**config.mk**
```make
export PLATFORM = sky130hd
export DESIGN_NAME = seq_mult_w
export DESIGN_NICKNAME = d
export VERILOG_FILES = /design/src/rtl/seq_mult_pkg.sv /design/src/rtl/addsub_ext.sv /design/src/rtl/seq_mult_w.sv
export SDC_FILE = /design/constraint.sdc
export NUM_CORES = 1
export LEC_CHECK = 0
export CAP_MARGIN = 15
export CORE_MARGIN = 3
export CORE_UTILIZATION = 52
export CTS_BUF_LIST = sky130_fd_sc_hd__clkbuf_16
export DETAILED_ROUTE_END_ITERATION = 7
export PLACE_DENSITY = 0.92
export SKIP_CTS_REPAIR_TIMING = 1
export SLEW_MARGIN = 20
export SYNTH_ARGS = -nofsm -noshare
export SYNTH_HDL_FRONTEND = slang
export SYNTH_HIERARCHICAL = 1
export SYNTH_SLANG_ARGS = --single-unit
```
**constraint.sdc**
```tcl
create_clock -name Clk -period 3.8 [get_ports Clk]
set_input_delay 0.57 -clock Clk [delete_from_list [all_inputs] [get_ports Clk]]
set_output_delay 0.57 -clock Clk [all_outputs]
set_load 0.005 [all_outputs]
```
**src/rtl/seq_mult_pkg.sv**
```systemverilog
// Shared types for the sequential shift-add multiplier.
//   state_t : FSM state encoding for seq_mult_w
//   OP_ADD / OP_SUB : operation select for addsub_ext
package seq_mult_pkg;

    typedef enum logic [2:0] {
        IDLE,
        LOAD,
        ADD,
        SHIFT,
        DONE
    } state_t;

    localparam logic OP_ADD = 1'b0;
    localparam logic OP_SUB = 1'b1;

endpackage

```
**src/rtl/addsub_ext.sv**
```systemverilog
// (WIDTH+1)-bit adder/subtractor with per-operation sign- or zero-extension.
// Ports:
//   a, b    in  WIDTH    operands
//   op      in  1        OP_ADD or OP_SUB
//   sgn     in  1        1 = sign-extend operands, 0 = zero-extend
//   result  out WIDTH+1  ext(a) +/- ext(b); MSB is carry (unsigned) or sign (signed)
module addsub_ext
    import seq_mult_pkg::*;
#(
    parameter int WIDTH = 8
) (
    input  logic [WIDTH-1:0] a,
    input  logic [WIDTH-1:0] b,
    input  logic             op,
    input  logic             sgn,
    output logic [WIDTH:0]   result
);

    logic [WIDTH:0] a_ext;
    logic [WIDTH:0] b_ext;

    assign a_ext  = {sgn & a[WIDTH-1], a};
    assign b_ext  = {sgn & b[WIDTH-1], b};
    assign result = (op == OP_SUB) ? (a_ext - b_ext) : (a_ext + b_ext);

endmodule

```
**src/rtl/seq_mult_w.sv**
```systemverilog
// Sequential shift-add multiplier, signed or unsigned per operation.
// X:A:B shift chain retires one multiplier bit per ADD/SHIFT iteration.
// Optional build macro: SEQ_MULT_SKIP_EN - skip the ADD state when the
// current multiplier bit is 0 (data-dependent latency, same result).
// Ports:
//   Clk, Reset               clock, async active-low reset
//   Start, Abort             host request / synchronous cancel
//   Signed_Mode              operand interpretation, latched at Start
//   Multiplicand, Multiplier operands, latched at Start
//   Busy, Done               status (Done is a level held in DONE)
//   X                        sign/carry extension bit
//   Product                  {A,B} captured at completion
//   Aval, Bval               live A and B registers
//
// state | meaning
// IDLE  | waiting for Start
// LOAD  | clear accumulator and counter
// ADD   | conditionally add (or subtract on signed last bit) S into X:A
// SHIFT | shift X:A:B right one bit, advance counter
// DONE  | result valid, waiting for Start or Abort
module seq_mult_w
    import seq_mult_pkg::*;
#(
    parameter int WIDTH = 8
) (
    input  logic               Clk,
    input  logic               Reset,
    input  logic               Start,
    input  logic               Abort,
    input  logic               Signed_Mode,
    input  logic [WIDTH-1:0]   Multiplicand,
    input  logic [WIDTH-1:0]   Multiplier,
    output logic               Busy,
    output logic               Done,
    output logic               X,
    output logic [2*WIDTH-1:0] Product,
    output logic [WIDTH-1:0]   Aval,
    output logic [WIDTH-1:0]   Bval
);

    localparam int CNT_W = $clog2(WIDTH) + 1;
    localparam logic [CNT_W-1:0] LAST_ITER = CNT_W'(WIDTH - 1);

    state_t             state, state_next;
    logic [WIDTH-1:0]   s_reg, a_reg, b_reg;
    logic               x_reg, mode_reg, done_reg;
    logic [CNT_W-1:0]   cnt;
    logic [2*WIDTH-1:0] prod_reg;
    logic [WIDTH:0]     sum;
    logic               op_sel;

    // Signed operands: the MSB of the multiplier carries weight -2^(W-1),
    // so the final partial product is subtracted.
    assign op_sel = (mode_reg && (cnt == LAST_ITER)) ? OP_SUB : OP_ADD;

    addsub_ext #(.WIDTH(WIDTH)) u_addsub (
        .a      (a_reg),
        .b      (s_reg),
        .op     (op_sel),
        .sgn    (mode_reg),
        .result (sum)
    );

    always_ff @(posedge Clk or negedge Reset) begin
        if (!Reset) begin
            state <= IDLE;
        end else begin
            state <= state_next;
        end
    end

    always_comb begin
        state_next = state;
        case (state)
            IDLE, DONE: begin
                if (Start) state_next = LOAD;
            end
            LOAD: begin
`ifdef SEQ_MULT_SKIP_EN
                state_next = b_reg[0] ? ADD : SHIFT;
`else
                state_next = ADD;
`endif
            end
            ADD: state_next = SHIFT;
            SHIFT: begin
                if (cnt == LAST_ITER) begin
                    state_next = DONE;
                end else begin
`ifdef SEQ_MULT_SKIP_EN
                    // b_reg[1] becomes B[0] after this shift
                    state_next = b_reg[1] ? ADD : SHIFT;
`else
                    state_next = ADD;
`endif
                end
            end
            default: state_next = IDLE;
        endcase
        if (Abort) state_next = IDLE;
    end

    always_ff @(posedge Clk or negedge Reset) begin
        if (!Reset) begin
            s_reg    <= '0;
            a_reg    <= '0;
            b_reg    <= '0;
            x_reg    <= 1'b0;
            mode_reg <= 1'b0;
            cnt      <= '0;
            done_reg <= 1'b0;
            prod_reg <= '0;
        end else if (Abort) begin
            a_reg    <= '0;
            b_reg    <= '0;
            x_reg    <= 1'b0;
            cnt      <= '0;
            done_reg <= 1'b0;
        end else begin
            case (state)
                IDLE, DONE: begin
                    if (Start) begin
                        s_reg    <= Multiplicand;
                        b_reg    <= Multiplier;
                        mode_reg <= Signed_Mode;
                        done_reg <= 1'b0;
                    end
                end
                LOAD: begin
                    a_reg <= '0;
                    x_reg <= 1'b0;
                    cnt   <= '0;
                end
                ADD: begin
                    if (b_reg[0]) {x_reg, a_reg} <= sum;
                end
                SHIFT: begin
                    a_reg <= {x_reg, a_reg[WIDTH-1:1]};
                    b_reg <= {a_reg[0], b_reg[WIDTH-1:1]};
                    // Signed: X holds the sign and is replicated. Unsigned: X is
                    // a carry that has now moved into A, so it must clear or a
                    // stale carry would re-enter on the next skipped add.
                    x_reg <= mode_reg & x_reg;
                    cnt   <= cnt + 1'b1;
                    if (cnt == LAST_ITER) begin
                        done_reg <= 1'b1;
                        prod_reg <= {x_reg, a_reg, b_reg[WIDTH-1:1]};
                    end
                end
                default: ;
            endcase
        end
    end

    assign Busy    = (state == LOAD) || (state == ADD) || (state == SHIFT);
    assign Done    = done_reg;
    assign X       = x_reg;
    assign Product = prod_reg;
    assign Aval    = a_reg;
    assign Bval    = b_reg;

endmodule

```
==> impl_metrics.json <==
{
  "outcome": "completed",
  "synth_ff_type": "dfrtp_1",
  "skew_ns": 0.003791,
  "crit_top_cell": "nand3b_1",
  "wl_per_cell_um": 16.50,
  "cts_root_buf": "clkbuf_16",
  "ir_worst_vdd_mv": 0.2507,
  "grt_antenna_before_repair": 0,
  "grt-ovfl-total": 0,
  "gp_congestion": 0.8424,
  "avgSynthCellArea_um2": 11.37,
  "core_area_mm2": 0.005238,
  "hp-class": "input pin to async pin",
  "p_sw_frac": 0.2994,
  "critical_path.slowest_cell": "fa_1",
  "grt_pass1_vias": 2139,
  "routed_wl_um": 6222,
  "max_freq_ghz": 0.3070,
  "seq_area_frac_synth": 0.4333,
  "fill_cells": 372,
  "cts_buffer_depth": 2,
  "die_w_um": 80.52,
  "finalCriticalPeriod_ns": 3.258,
  "synth_cells": 254,
  "clk_pin_slew_worst_paths_ns": 0.06,
  "cap_violations": 0,
  "avgViaCountPerCell": 5.634,
  "power.leakage_nw": 1.628,
  "p_switching_mw": 0.4946,
  "fin_tns_setup_ns": 0,
  "synth_edf_count": 0,
  "clock_sinks": 50,
  "critPathKind": "flop to flop",
  "numPortBuffers": 55,
  "power_frac_comb": 0.308,
  "via_count": 2124,
  "synth_nets": 286,
  "dieArea_mm2": 0.006483,
  "row_count": 26,
  "grt_max_degree": 51,
  "h-tree-depth": 2,
  "intPower_mw": 1.158,
  "slew_headroom": 0.5212,
  "setup_violations": 0,
  "cts_tree": "yes",
  "pwr-share-clk": 0.291,
  "final_cell_mix": "clkdlybuf4s50_1 (54), dfrtp_1 (50), inv_1 (20)",
  "largest_register_ffs": 16,
  "grt_pass1_wl_um": 10600,
  "powerDensity_mw_per_mm2": 455.6,
  "drt_pass1_iterations": 4,
  "dieHeight_um": 80.52,
  "worst-path-buf-inv": 1,
  "synthArstFlopShare": 1.000,
  "ys_top_cells_by_area": "dfrtp_1 (43%), mux2_1 (5.8%), mux2_4 (4.7%)",
  "rsz0062_at_grt": "false",
  "finalMaxSlewViolations": 0,
  "cp_max_fo": 10,
  "drive_gt1_frac": 0.1303,
  "ys_ff_latch": 50,
  "cts_made_buffers": 5,
  "worstPathRequired_ns": 4.01,
  "max_stage_delay_ns": 0.47,
  "ios": 56,
  "drtIter0Drc": 123,
  "n_antenna_cell": 0,
  "crit_arrival_ns": 3.47,
  "cp_cell_sequence": "ha_1, nand3b_1, nor2_1, buf_4, mux2_2, fa_1, nor2b_4, o31a_1, nand2b_4, a31oi_4, xnor2_1, nand3b_1, a211o_1, a21oi_1",
  "syn_to_final_growth_pct": 25.56,
  "start_kind": "flop",
  "syn_area_mm2": 0.002888,
  "synth_top_area_frac": 0.4333,
  "cp_top_family": "simple AND/OR/NAND/NOR gates",
  "clock_latency_ns": 0.28,
  "period_share": 0.8573,
  "hold_violations": 0,
  "final_common_cell": "clkdlybuf4s50_1",
  "yosysTopAreaCell": "dfrtp_1",
  "timing.hold.ws_ns": 0.2829,
  "start_util": 0.5514,
  "seq_power_share": 0.401,
  "dpl.hpwl_um": 4460,
  "end_kind": "flop",
  "tightest_slew_ns": 0.7163,
  "num-nets-final": 339,
  "ant_nets": 0,
  "drc": 0,
  "grt.total_usage": 0.2115,
  "synth.distinct_cells": 51,
  "synth_warnings": 6
}
metrics by stage:
stage	cell area (um^2)	utilization	instances	setup WS, ns	power [mW]
global route	3626	0.6923	377	0.3125	1.754
floorplan	2888	-	254	0.6897	1.008
global placement	3465	0.6615	370	0.7041	1.141
finish	3626	0.6923	377	0.5422	1.652
detailed placement	3465	0.6615	370	0.5837	1.171
CTS	3623	0.6918	377	0.5425	1.664
cells in the mapped netlist (6+ instances only):
cell	count
mux2_2	9
inv_1	20
xnor2_1	11
ha_1	10
dfrtp_1	50
buf_2	6
a21oi_1	11
mux2_1	15
a22o_1	9
a2bb2oi_1	8
mux2_4	9
nor2_1	12
nand2_1	13
a211o_1	9
logic make-up after synthesis:
kind of cell | count (synthesis) | share of synthesized area
compound gates | 56 | 0.1517
xor+xnor | 12 | 0.03639
fa+ha+maj | 11 | 0.05026
buf+inv | 33 | 0.05589
flops | 50 | 0.4333
mux | 35 | 0.1473
simple gates | 57 | 0.1252
worst paths after layout:
check                                            start                     end  slack [ns]  depth (start not counted)
worst max-delay path                cnt[0]$_DFFE_PN0P_           X$_DFFE_PN0P_        0.54                         14
worst min-delay path                             Reset  Product[2]$_DFFE_PN0P_        0.28                          1
worst max register to register      cnt[0]$_DFFE_PN0P_           X$_DFFE_PN0P_        0.54                         14
worst min register to register  Product[4]$_DFFE_PN0P_  Product[4]$_DFFE_PN0P_        0.49                          1
max in group asynchronous                        Reset     Aval[7]$_DFFE_PN0P_        3.09                          1
min in group Clk                Product[4]$_DFFE_PN0P_  Product[4]$_DFFE_PN0P_        0.49                          1
power groups by stage:
stage | sequential [mW] | clock [mW] | combinational, mW
after floorplan | 0.644 | 0 | 0.364
after global placement | 0.665 | 0 | 0.476
after detailed placement | 0.670 | 0 | 0.501
after CTS | 0.661 | 0.493 | 0.510
after global routing | 0.672 | 0.522 | 0.560
final | 0.663 | 0.481 | 0.508
metal layers:
layer,up-vias,GRT usage,part of all wire
met2,61,0.3560,0.51
met5,-,0,0
met4,0,0.05912,0.0071
met1,1050,0.2817,0.43
met3,4,0.03363,0.048
li1,1009,-,-
area by class of cell:
type	count	area, um^2	area share
well taps	70	87.58	0.02415
repair buffers	59	578.1	0.1594
multi-input cells	171	1475	0.4068
inverters	20	75.07	0.02070
clock inverters	2	33.78	0.009317
clock buffers	5	125.1	0.03451
flip-flops and latches	50	1251	0.3451
Power figures use the tool's default switching activity.
